===== config.mk =====
export PLATFORM = sky130hd
export DESIGN_NAME = muldiv_ctrl
export DESIGN_NICKNAME = d
export VERILOG_FILES = /design/src/rtl/muldiv_ctrl.sv
export SDC_FILE = /design/constraint.sdc
export NUM_CORES = 1
export LEC_CHECK = 0
export ABC_CLOCK_PERIOD_IN_PS = 1800
export CORE_MARGIN = 4
export CORE_UTILIZATION = 33
export DETAILED_ROUTE_END_ITERATION = 6
export GPL_ROUTABILITY_DRIVEN = 0
export HOLD_SLACK_MARGIN = 0.12
export PLACE_DENSITY = 0.8
export SETUP_SLACK_MARGIN = 0.5
export SLEW_MARGIN = 10
export SYNTH_ARGS = -nofsm -noshare
export SYNTH_HDL_FRONTEND = slang
export SYNTH_SLANG_ARGS = --single-unit

===== constraint.sdc =====
create_clock -name clk -period 1.8 [get_ports clk]
set_clock_uncertainty 0.05 [all_clocks]
set_input_delay 0.18 -clock clk [delete_from_list [all_inputs] [get_ports clk]]
set_output_delay 0.18 -clock clk [all_outputs]
set_load 0.1 [all_outputs]

===== src/rtl/muldiv_ctrl.sv =====
// -----------------------------------------------------------------------------
// muldiv_ctrl
//
// Sequencer for the EX-stage multi-cycle multiply/divide unit. It accepts one
// MUL/MADD/MSUB/DIV issue, latches the operands and the forwarded HI/LO
// snapshot, and holds them stable while the unit runs. It stalls the pipeline
// for the duration of the operation and then produces a one-cycle HI/LO write.
// An exception flush aborts the operation without an architectural write.
//
// Handshake: an issue is taken only in IDLE when issue_valid is high, the op
// is a mul/div op and exception_flush is low. In that same cycle stall_o
// rises, so the EX stage holds the instruction until DONE. The unit is driven
// with a non-NOP unit_op for the whole RUN phase. unit_done counts only once
// the minimum-cycle counter has reached zero. The bench side never needs to
// hold issue_valid, because the take is single-cycle.
//
// Ports:
//   clk, rst_n            clock, asynchronous active-low reset
//   exception_flush       abort any in-flight operation
//   issue_valid/op/...    EX-stage issue: op code, unsigned flag, operands
//   hilo_i                forwarded {HI,LO}
//   unit_result/done      result and completion from the multi-cycle unit
//   unit_op/unsigned/a/b  latched command to the unit (op is NOP outside RUN)
//   unit_hilo             latched HI/LO snapshot for MADD/MSUB
//   unit_flush            flush forwarded to the unit while it is busy
//   stall_o               hold IF/ID/EX (combinational)
//   busy                  sequencer not idle
//   hilo_we/hilo_wdata    one-cycle registered HI/LO write
//   dbg_state_o           current FSM state, for debug and checkers
// -----------------------------------------------------------------------------
module muldiv_ctrl #(
  parameter int unsigned DIV_CYCLES = 36,
  parameter int unsigned MUL_CYCLES = 2,
  parameter logic [7:0]  OP_NOP     = 8'h00,
  parameter logic [7:0]  OP_MUL     = 8'h10,
  parameter logic [7:0]  OP_MADD    = 8'h11,
  parameter logic [7:0]  OP_MSUB    = 8'h12,
  parameter logic [7:0]  OP_DIV     = 8'h13
) (
  input  logic        clk,
  input  logic        rst_n,
  input  logic        exception_flush,
  input  logic        issue_valid,
  input  logic [7:0]  issue_op,
  input  logic        issue_unsigned,
  input  logic [31:0] issue_a,
  input  logic [31:0] issue_b,
  input  logic [63:0] hilo_i,
  input  logic [63:0] unit_result,
  input  logic        unit_done,
  output logic [7:0]  unit_op,
  output logic        unit_unsigned,
  output logic [31:0] unit_a,
  output logic [31:0] unit_b,
  output logic [63:0] unit_hilo,
  output logic        unit_flush,
  output logic        stall_o,
  output logic        busy,
  output logic        hilo_we,
  output logic [63:0] hilo_wdata,
  output logic [1:0]  dbg_state_o
);

  localparam int unsigned CNT_W = (DIV_CYCLES > 2) ? $clog2(DIV_CYCLES) : 1;

  // Counter preload is N-1: RUN spans N cycles and completes on the cycle
  // where the counter reads zero.
  localparam logic [CNT_W-1:0] DIV_LOAD = CNT_W'(DIV_CYCLES - 1);
  localparam logic [CNT_W-1:0] MUL_LOAD = CNT_W'(MUL_CYCLES - 1);

  typedef enum logic [1:0] {
    ST_IDLE = 2'd0,
    ST_RUN  = 2'd1,
    ST_DONE = 2'd2
  } state_e;

  state_e      state_q, state_d;
  logic [CNT_W-1:0] cnt_q, cnt_d;
  logic [7:0]  op_q, op_d;
  logic        uns_q, uns_d;
  logic [31:0] a_q, a_d;
  logic [31:0] b_q, b_d;
  logic [63:0] hilo_q, hilo_d;
  logic [63:0] wdata_q, wdata_d;
  logic        we_q, we_d;
  logic        op_ok;
  logic        accept;

  assign op_ok = (issue_op == OP_MUL) || (issue_op == OP_MADD) ||
                 (issue_op == OP_MSUB) || (issue_op == OP_DIV);

  always_comb begin
    state_d = state_q;
    cnt_d   = cnt_q;
    op_d    = op_q;
    uns_d   = uns_q;
    a_d     = a_q;
    b_d     = b_q;
    hilo_d  = hilo_q;
    wdata_d = wdata_q;
    we_d    = 1'b0;
    accept  = 1'b0;

    case (state_q)
      ST_IDLE: begin
        if (issue_valid && op_ok && !exception_flush) begin
          accept  = 1'b1;
          state_d = ST_RUN;
          op_d    = issue_op;
          uns_d   = issue_unsigned;
          a_d     = issue_a;
          b_d     = issue_b;
          hilo_d  = hilo_i;
          cnt_d   = (issue_op == OP_DIV) ? DIV_LOAD : MUL_LOAD;
        end
      end
      ST_RUN: begin
        if (cnt_q == '0) begin
          // Minimum time elapsed; wait as long as the unit needs.
          if (unit_done) begin
            wdata_d = unit_result;
            op_d    = OP_NOP;
            we_d    = 1'b1;
            state_d = ST_DONE;
          end
        end else begin
          cnt_d = cnt_q - 1'b1;
        end
      end
      ST_DONE: begin
        state_d = ST_IDLE;
      end
      default: begin
        state_d = ST_IDLE;
      end
    endcase

    // Flush wins over completion. A flush seen in DONE cannot retract the
    // write strobe that is already on hilo_we this cycle.
    if (exception_flush) begin
      state_d = ST_IDLE;
      op_d    = OP_NOP;
      cnt_d   = '0;
      we_d    = 1'b0;
      wdata_d = wdata_q;
    end
  end

  always_ff @(posedge clk or negedge rst_n) begin
    if (!rst_n) begin
      state_q <= ST_IDLE;
      cnt_q   <= '0;
      op_q    <= OP_NOP;
      uns_q   <= 1'b0;
      a_q     <= '0;
      b_q     <= '0;
      hilo_q  <= '0;
      wdata_q <= '0;
      we_q    <= 1'b0;
    end else begin
      state_q <= state_d;
      cnt_q   <= cnt_d;
      op_q    <= op_d;
      uns_q   <= uns_d;
      a_q     <= a_d;
      b_q     <= b_d;
      hilo_q  <= hilo_d;
      wdata_q <= wdata_d;
      we_q    <= we_d;
    end
  end

  assign unit_op       = op_q;
  assign unit_unsigned = uns_q;
  assign unit_a        = a_q;
  assign unit_b        = b_q;
  assign unit_hilo     = hilo_q;
  assign hilo_we       = we_q;
  assign hilo_wdata    = wdata_q;
  assign busy          = (state_q != ST_IDLE);
  assign unit_flush    = exception_flush && (state_q != ST_IDLE);
  // The accept cycle stalls too, so EX holds the instruction until it retires
  // on the edge that ends DONE.
  assign stall_o       = accept || (state_q == ST_RUN);
  assign dbg_state_o   = state_q;

endmodule


==> results of run 1 <==
## registers in the layout (all words and copies together), names as in the netlist
signal,flops
unit_op,8
dbg_state_o,2
cnt_q,6
hilo_we,1
unit_unsigned,1
unit_hilo,64
unit_b,32
unit_a,32
hilo_wdata,64
## synthesized netlist by cell type (3+ instances only)
cell and number:
dfrtp_1 210, mux2_2 98, mux2_1 95, buf_2 16, nor3b_1 8, buf_6 5
mux2i_1 4, nand2b_1 4, nand3b_1 4, nor2b_1 4, a21oi_1 3, clkbuf_1 3
inv_1 3, nand2_1 3, nor2_1 3
## logic make-up (layout without fill, tap and decap cells)
logic type,Yosys count,in the layout,share of synthesized area
AND/OR/NAND/NOR,40,40,0.0344
buffers and inverters,28,551,0.0206
multiplexers,197,197,0.274
other,0,2,0
AO/OA/AOI/OAI,17,17,0.0166
flip-flops,210,210,0.651
adder cells (fa/ha/maj),2,2,0.00310
## cell type report
| class | count | area, um2 | share of cell area |
|---|---|---|---|
| clock buffers | 30 | 652 | 0.0429 |
| repair buffers | 508 | 5630 | 0.371 |
| diodes | 2 | 5.00 | 0.000329 |
| inverters | 3 | 11.3 | 0.000741 |
| well taps | 319 | 399 | 0.0263 |
| multi-input cells | 256 | 3110 | 0.205 |
| clock inverters | 10 | 128 | 0.00840 |
| flip-flops and latches | 210 | 5260 | 0.346 |
## what timing repair did
item / 4_1_cts / 5_1_grt
resized for setup: 82 / 203
endpoints found under the setup margin: 417 / 417
pin swaps: 18 / 10
cloned: 9 / 4
endpoints found under the hold margin: 210 / 22
buffers inserted: 12 / 22
## metal layers
metal  wire (um)  track usage  vias to the layer above  part of all wire
li1            -            -                     2789                 -
met1       10000        0.202                     3216              0.35
met2       15600        0.343                      283              0.54
met3        2410       0.0514                       43             0.084
met4         733       0.0522                        0             0.026
met5           0            0                        -                 0
## power by group
group          leakage, nW  internal [W]  total (W)  switching, W
logic                 4.24       0.00126    0.00377       0.00252
registers             2.88       0.00500    0.00521      0.000210
clock network        0.388       0.00297    0.00487       0.00190
total                 7.50       0.00922     0.0138       0.00463
## final timing paths
kind	slack (ns)	from	endpoint	cells past startpoint
setup / recovery	-0.39	cnt_q[0]	hilo_wdata[23]	9
hold / removal	0.11	rst_n	hilo_wdata[21]	2
setup reg to reg	-0.39	cnt_q[0]	hilo_wdata[23]	9
hold reg to reg	0.44	hilo_wdata[33]	hilo_wdata[33]	1
max in group asynchronous	0.90	rst_n	hilo_wdata[33]	3
min in group clk	0.22	issue_b[31]	unit_b[31]	2
## through the flow
stage	total power [W]	setup WS, ns
floorplan	0.00750	-0.326
global placement	0.00868	-0.251
detailed placement	0.00872	-0.283
CTS	0.0137	-0.345
global route	0.0143	-0.463
finish	0.0138	-0.387
## critical path, stage by stage (launching register included)
cell and delay, ns:
dfrtp_1 0.40, inv_2 0.09, ha_4 0.12, nor4b_4 0.20, nand3b_1 0.17, nor3_4 0.22, buf_12 0.18, buf_4 0.14
buf_16 0.12, mux2_1 0.36
==> summary.md, run 1 <==
| Metric | Value |
|---|---|
| Worst slew pin tran | `between 0.4 and 0.5 ns` |
| Mapped cell area | `8070 um2` |
| Vias per cell | `4.73` |
| Congestion Overflow GR | `0` |
| Final core utilization | `0.640` |
| DR WL/cell | `approximately 21 um` |
| Syn_nets | `702` |
| FILL cells | `~1600` |
| CTS Buffer Depth | `3` |
| P per Cell Area | `about 900 nW/um2` |
| Clock latency on the worst-skew pair | `0.51 ns` |
| Total Wirelength | `28700 um` |
| Startpoint types | `flip-flop` |
| RSZ-0062 raised after global routing | `true` |
| Number of flops mapped to enable cells by yosys | `0` |
| DRC Markers | `0` |
| DPL Wire Length | `18700 um` |
| Synth async-reset ratio | `1.00` |
| Die ar. | `27000 um2` |
| Clk sinks | `210` |
| Seq/Total Area, Yosys | `0.651` |
| Gate Count Post-Synth | `494` |
| # port buffers | `412` |
| Status | `complete, but fails checks` |
| CTS tree | `done` |
| Commonest non-fill, non-tap cell in the layout | `dfrtp_1` |
| H-tree Lvls | `1` |
| Root buf cell | `clkbuf_16` |
| Max Cap Viol | `0` |
| Final cell count without fillers | `1338` |
| Final Hold Viols | `0` |
| Cells taking the most area after synthesis | `dfrtp_1 (65%), mux2_2 (14%), mux2_1 (13%)` |
| Relative slew margins | `0.733` |
| Vias in the first global route | `a little under 7000` |
| Via count | `about 6300` |
| Post-route ant nets | `0` |
| Largest net degree at the start of global routing | `between 70 and 80` |
| DP Cell Count | `between 1000 and 1500` |
| Core area | `23800 um2` |
| GR Util All Layers | `0.183` |
| Req. time, crit path | `2.13 ns` |
| Critical Path AT | `2.51 ns` |
| Commonest cells after routing, fill and taps aside | `dfrtp_1 (207), clkdlybuf4s50_1 (204), buf_4 (195), mux2_2 (84), mux2_4 (77)` |
| Fin crit period | `2.19 ns` |
| Final hold slack | `0.105 ns` |
| Leak | `7.50 nW` |
| Initial antenna violation count | `2` |
| P&R area growth vs syn | `88.3%` |
| Clock-pin slew on the worst setup and hold paths | `0.07 ns` |
| Layout cells sized above 1 | `0.527` |
| Max FO, Critical Path | `7` |
| Critical path class | `reg -> reg` |
| Fmax | `457 MHz` |
| Netlist cell types | `38` |
| First-pass GRT wire length | `38600 um` |
| Cell Area, Placed | `12600 um2` |
| Primary FF master, synth | `dfrtp_1` |
| YS warnings | `0` |
| Violated checks | `negative setup slack` |
| Design Area, Final | `15200 um2` |
| CTS Hold Bufs | `1` |
| Critical path endpoint category | `flip-flop` |
| Post-synthesis register bit count | `210` |
| Final setup viols | `about 200` |
| Drt initial violations | `242` |
| Worst VDD drop | `0.867 mV` |
| CTS Buf Count | `22` |
| Hold WC Path Type | `in -> async` |
| # rows | `56` |
| Final setup margin | `-0.387 ns` |
| Die height | `roughly 160 um` |
| Die width | `about 160 um` |
| Cell accounting for the most synthesized area | `dfrtp_1` |
| First-pass DRT Iterations | `4` |
| Average cell area after synthesis | `16.3 um2` |
| Fin crit share | `1.22` |
| Setup TNS | `-47.69 ns` |
| Initial Util | `0.340` |
| Final slew viol count | `0` |
| Post-synth top area share | `0.651` |
| Nets | `1209` |
| Number of top-level pins | `413` |
No activity file was read; power rests on OpenSTA's default activity.
==> run 2: changes to the inputs <==
--- a/config.mk
+++ b/config.mk
@@ -6,7 +6,7 @@
 export NUM_CORES = 1
 export LEC_CHECK = 0
 export ABC_CLOCK_PERIOD_IN_PS = 1800
-export CORE_MARGIN = 4
+export CORE_MARGIN = 10
 export CORE_UTILIZATION = 33
 export DETAILED_ROUTE_END_ITERATION = 6
 export GPL_ROUTABILITY_DRIVEN = 0
==> summary.md, run 2 (same netlist as run 1, synthesis figures left out) <==
| Metric | Value |
|---|---|
| P per Cell Area | `808 nW/um2` |
| Number of top-level pins | `413` |
| Post-route ant nets | `0` |
| Commonest non-fill, non-tap cell in the layout | `buf_12` |
| CTS Buf Count | `24` |
| Drt initial violations | `407` |
| Fin crit period | `2.33 ns` |
| Startpoint types | `flip-flop` |
| Clock latency on the worst-skew pair | `between 0.5 and 0.6 ns` |
| CTS tree | `done` |
| Vias per cell | `4.86` |
| CTS Buffer Depth | `3` |
| Initial Util | `0.334` |
| First-pass DRT Iterations | `6` |
| GR Util All Layers | `0.201` |
| Die width | `approximately 180 um` |
| Die ar. | `between 30000 and 40000 um2` |
| Nets | `1303` |
| Max FO, Critical Path | `5` |
| Met2 usage | `0.359` |
| Commonest cells after routing, fill and taps aside | `buf_12 (223), clkdlybuf4s50_1 (204), dfrtp_1 (201), mux2_4 (110), buf_4 (96)` |
| Vias in the first global route | `between 7000 and 8000` |
| CP Cell Sequence | `inv_2 -> ha_4 -> nor4b_4 -> nand3b_1 -> nor3_4 -> buf_12 -> buf_12 -> buf_12 -> buf_16 -> mux2_4` |
| Met1 Use GR | `0.217` |
| DRC Markers | `0` |
| Final Hold Viols | `0` |
| Leak | `8.57 nW` |
| Fmax | `about 430 MHz` |
| Congestion Overflow GR | `0` |
| Worst slew pin tran | `~0.4 ns` |
| Largest net degree at the start of global routing | `64` |
| Initial antenna violation count | `5` |
| Layout cells sized above 1 | `0.598` |
| RSZ-0062 raised after global routing | `true` |
| Total Power | `0.0147 W` |
| DR WL/cell | `around 27 um` |
| # rows | `57` |
| Place WS | `-0.317 ns` |
| Core area | `24200 um2` |
| Clk sinks | `210` |
| Status | `complete, but fails checks` |
| Die height | `176 um` |
| Slowest stage delay, CP | `just under 0.4 ns` |
| Critical path class | `reg -> reg` |
| Relative slew margins | `0.739` |
| Critical Path AT | `between 2 and 3 ns` |
| Worst VDD drop | `between 0.7 and 0.8 mV` |
| Max Cap Viol | `0` |
| Final setup margin | `-0.529 ns` |
| Total Wirelength | `38500 um` |
| DPL Wire Length | `between 20000 and 25000 um` |
| Clock-pin slew on the worst setup and hold paths | `approximately 0.06 ns` |
| Final slew viol count | `0` |
| Cell Area, Placed | `12700 um2` |
| Violated checks | `negative setup slack` |
| Fin crit share | `1.29` |
| Critical path endpoint category | `flip-flop` |
| Design Area, Final | `18200 um2` |
| Via count | `6974` |
| CP max stage cell | `dfrtp_1` |
| H-tree Lvls | `1` |
| CP dominant cell by count | `buf_12` |
| # port buffers | `412` |
| Final setup viols | `202` |
| GRT Max-Usage Layer | `met2` |
| Req. time, crit path | `about 2.1 ns` |
| Final cell count without fillers | `around 1400` |
| Final core utilization | `0.752` |
| First-pass GRT wire length | `48200 um` |
| P&R area growth vs syn | `125%` |
| Root buf cell | `clkbuf_16` |
| Global routing usage on met3 | `0.0760` |
| Hold WC Path Type | `in -> async` |
| DP Cell Count | `between 1000 and 1500` |
run 2: final timing paths:
path | start | to | slack (ns) | cells after the start
max in group asynchronous | rst_n | unit_hilo[50] | 0.87 | 3
hold reg to reg | unit_hilo[54] | unit_hilo[54] | 0.51 | 1
setup / recovery | cnt_q[1] | hilo_wdata[16] | -0.53 | 10
hold / removal | rst_n | hilo_wdata[46] | 0.16 | 2
min in group clk | issue_b[30] | unit_b[30] | 0.23 | 2
setup reg to reg | cnt_q[1] | hilo_wdata[16] | -0.53 | 10
run 2: repair_timing:
item | CTS | global route
hold endpoints to repair | 210 | 0
setup buffers | 52 | 63
cloned | 20 | 0
pin swaps | 16 | 13
gates resized for setup | 408 | 403
setup endpoints to repair | 417 | 417
hold buffers | 1 | 0
run 2: area by class of cell:
cell class	count	area, um2
timing repair buffer	600	8490
fill	1277	5990
clock inverter	1	30.0
sequential	210	5270
clock buffer	36	727
multi-input combinational	256	3240
antenna	4	10.0
tap	324	405
inverter	3	11.3
run 2: routing by layer:
layer,wire [um],part of all wire,vias up
met3,3640,0.095,60
li1,-,-,2978
met2,20500,0.53,345
met4,1050,0.027,4
met1,13200,0.34,3587
met5,21,0.00055,-
run 2: critical path: cells and delay by family (launching register included):
kind | cells | cell delay (ns)
multiplexers | 1 | 0.31
AND/OR/NAND/NOR | 3 | 0.71
flip-flops | 1 | 0.39
adder cells (fa/ha/maj) | 1 | 0.13
buffers and inverters | 5 | 0.60
run 2: stage by stage:
| stage | hold slack [ns] | setup TNS, ns |
|---|---|---|
| floorplan | -0.166 | -46.08 |
| global placement | 0.0574 | -33.53 |
| detailed placement | 0.0551 | -45.76 |
| CTS | 0.0890 | -41.53 |
| global route | 0.148 | -68.92 |
| finish | 0.157 | -56.91 |
run 2: report_power, final:
| part | internal [W] | leakage [nW] | switching [W] | total (W) |
|---|---|---|---|---|
| combinational | 0.00191 | 5.33 | 0.00264 | 0.00455 |
| sequential | 0.00500 | 2.87 | 0.000340 | 0.00534 |
| clock | 0.00289 | 0.371 | 0.00192 | 0.00481 |
| total | 0.00980 | 8.57 | 0.00490 | 0.0147 |
==> run 3: changes to the inputs <==
--- a/config.mk
+++ b/config.mk
@@ -12,7 +12,8 @@
 export GPL_ROUTABILITY_DRIVEN = 0
 export HOLD_SLACK_MARGIN = 0.12
 export PLACE_DENSITY = 0.8
-export SETUP_SLACK_MARGIN = 0.5
+export REMOVE_ABC_BUFFERS = 1
+export SETUP_SLACK_MARGIN = 0.1
 export SLEW_MARGIN = 10
 export SYNTH_ARGS = -nofsm -noshare
 export SYNTH_HDL_FRONTEND = slang
==> summary.md, run 3 (same netlist as run 1, synthesis figures left out) <==
| Metric | Value |
|---|---|
| Status | `complete, but fails checks` |
| Violated checks | `negative setup slack` |
| Worst slew pin tran | `0.440 ns` |
| Commonest non-fill, non-tap cell in the layout | `buf_4` |
| Number of top-level pins | `413` |
| First-pass GRT wire length | `about 42000 um` |
| Largest delay share family, worst path | `simple AND/OR/NAND/NOR gates` |
| Req. time, crit path | `between 2 and 2.5 ns` |
| Layout cells sized above 1 | `0.503` |
| Clock latency on the worst-skew pair | `0.51 ns` |
| CP dominant cell by count | `buf_12` |
| Die ar. | `31100 um2` |
| Final setup margin | `-0.330 ns` |
| First-pass DRT Iterations | `4` |
| Relative slew margins | `0.707` |
| Die height | `176 um` |
| Max FO, Critical Path | `9` |
| Critical path endpoint category | `flip-flop` |
| Commonest cells after routing, fill and taps aside | `buf_4 (237), dfrtp_1 (210), clkdlybuf4s50_1 (204), mux2_2 (83), mux2_4 (75)` |
| Critical path class | `reg -> reg` |
| Root buf cell | `clkbuf_16` |
| Final hold slack | `0.160 ns` |
| CP Cell Sequence | `inv_2 -> ha_4 -> nor4b_4 -> nand3b_1 -> nor3_4 -> buf_6 -> buf_12 -> buf_12 -> mux2_4` |
| Fmax | `~470 MHz` |
| H-tree Lvls | `1` |
| Core area | `24200 um2` |
| Final slew viol count | `0` |
| Leak | `7.13 nW` |
| Fin crit period | `~2.1 ns` |
| Worst VDD drop | `0.720 mV` |
| Clock-pin slew on the worst setup and hold paths | `0.06 ns` |
| GR Util All Layers | `0.172` |
| Largest net degree at the start of global routing | `45` |
| Initial Util | `0.334` |
| DR WL/cell | `21.7 um` |
| CTS tree | `done` |
| Max Cap Viol | `0` |
| # rows | `57` |
| FILL cells | `1856` |
| Post-route ant nets | `0` |
| # diodes | `0` |
| Total Power | `0.0137 W` |
| Nets | `roughly 1200` |
| Die width | `176 um` |
| # port buffers | `412` |
| Via count | `6101` |
| Final core utilization | `0.586` |
| CTS Buf Count | `24` |
| Initial antenna violation count | `0` |
| Clk sinks | `210` |
| Final Hold Viols | `0` |
| P per Cell Area | `968 nW/um2` |
| DRC Markers | `0` |
| Congestion Overflow GR | `0` |
| RSZ-0062 raised after global routing | `true` |
| Final setup viols | `192` |
| Drt initial violations | `about 260` |
| CTS Buffer Depth | `3` |
| Startpoint types | `flip-flop` |
| Crit path buf inv count | `4` |
| DPL Wire Length | `approximately 21000 um` |
| P&R area growth vs syn | `75.6%` |
| CP max stage cell | `dfrtp_1` |
| Fin crit share | `1.18` |
| Critical Path AT | `2.47 ns` |
| Vias per cell | `4.61` |
| Hold WC Path Type | `in -> async` |
| Total Wirelength | `between 20000 and 30000 um` |
| Vias in the first global route | `6949` |
| Slowest stage delay, CP | `0.38 ns` |
## run 3: changes by cell type in the layout (fill, tap and decap cells not counted), sizes merged
cell / previous run / this run
buf: 394 / 280
clkinv: 0 / 4
diode: 4 / 0
clkbuf: 37 / 40
bufinv: 1 / 2
## run 3: through the flow
stage | std cells | TNS (ns) | cell area [um2] | setup WS [ns]
final | 1324 | -28.71 | 14200 | -0.330
after global routing | 1324 | -42.82 | 14200 | -0.415
after CTS | 1316 | -33.47 | 13900 | -0.286
after detailed placement | 1262 | -50.43 | 12600 | -0.361
after global placement | 1262 | -44.00 | 12600 | -0.316
after floorplan | 469 | -872.38 | 7920 | -6.46
## run 3: worst register-to-register path, stage by stage, from the launching register on
cell and delay [ns]:
dfrtp_1 0.38, inv_2 0.09, ha_4 0.14, nor4b_4 0.22
nand3b_1 0.19, nor3_4 0.20, buf_6 0.13, buf_12 0.14
buf_12 0.16, mux2_4 0.32
## run 3: power by group
| part | internal (W) | switching [W] | total (W) |
|---|---|---|---|
| logic | 0.00104 | 0.00251 | 0.00355 |
| clock network | 0.00311 | 0.00191 | 0.00501 |
| registers | 0.00500 | 0.000162 | 0.00516 |
| total | 0.00915 | 0.00458 | 0.0137 |
## run 3: layer usage
metal / GRT usage / up-vias / wire length (um)
li1: - / 2745 / -
met1: 0.185 / 3094 / 10300
met2: 0.312 / 224 / 15400
met3: 0.0645 / 38 / 2580
met4: 0.0441 / 0 / 514
met5: 0 / - / 0
## run 3: final timing paths
path	from	endpoint	slack (ns)	depth (start not counted)
max	cnt_q[0]	hilo_wdata[49]	-0.33	9
min reg2reg	unit_b[20]	unit_b[20]	0.44	1
min	rst_n	unit_op[4]	0.16	2
max reg2reg	cnt_q[0]	hilo_wdata[49]	-0.33	9
min in group clk	issue_b[24]	unit_b[24]	0.22	2
max in group asynchronous	rst_n	unit_hilo[3]	0.96	3
## run 3: cell type report
cell class,count,area [um2],area share
clock buffer,37,741,0.0523
multi-input combinational,256,3040,0.214
clock inverter,6,83.8,0.00592
tap,324,405,0.0286
sequential,210,5260,0.371
timing repair buffer,488,4640,0.327
inverter,3,11.3,0.000795
## run 3: timing repair
item | in CTS | in global routing
setup endpoints to repair | 185 | 211
hold buffers | 1 | 0
cloned | 3 | 2
resized for setup | 101 | 41
endpoints found under the hold margin | 210 | 0
setup buffers | 8 | 7
pin swaps | 5 | 4
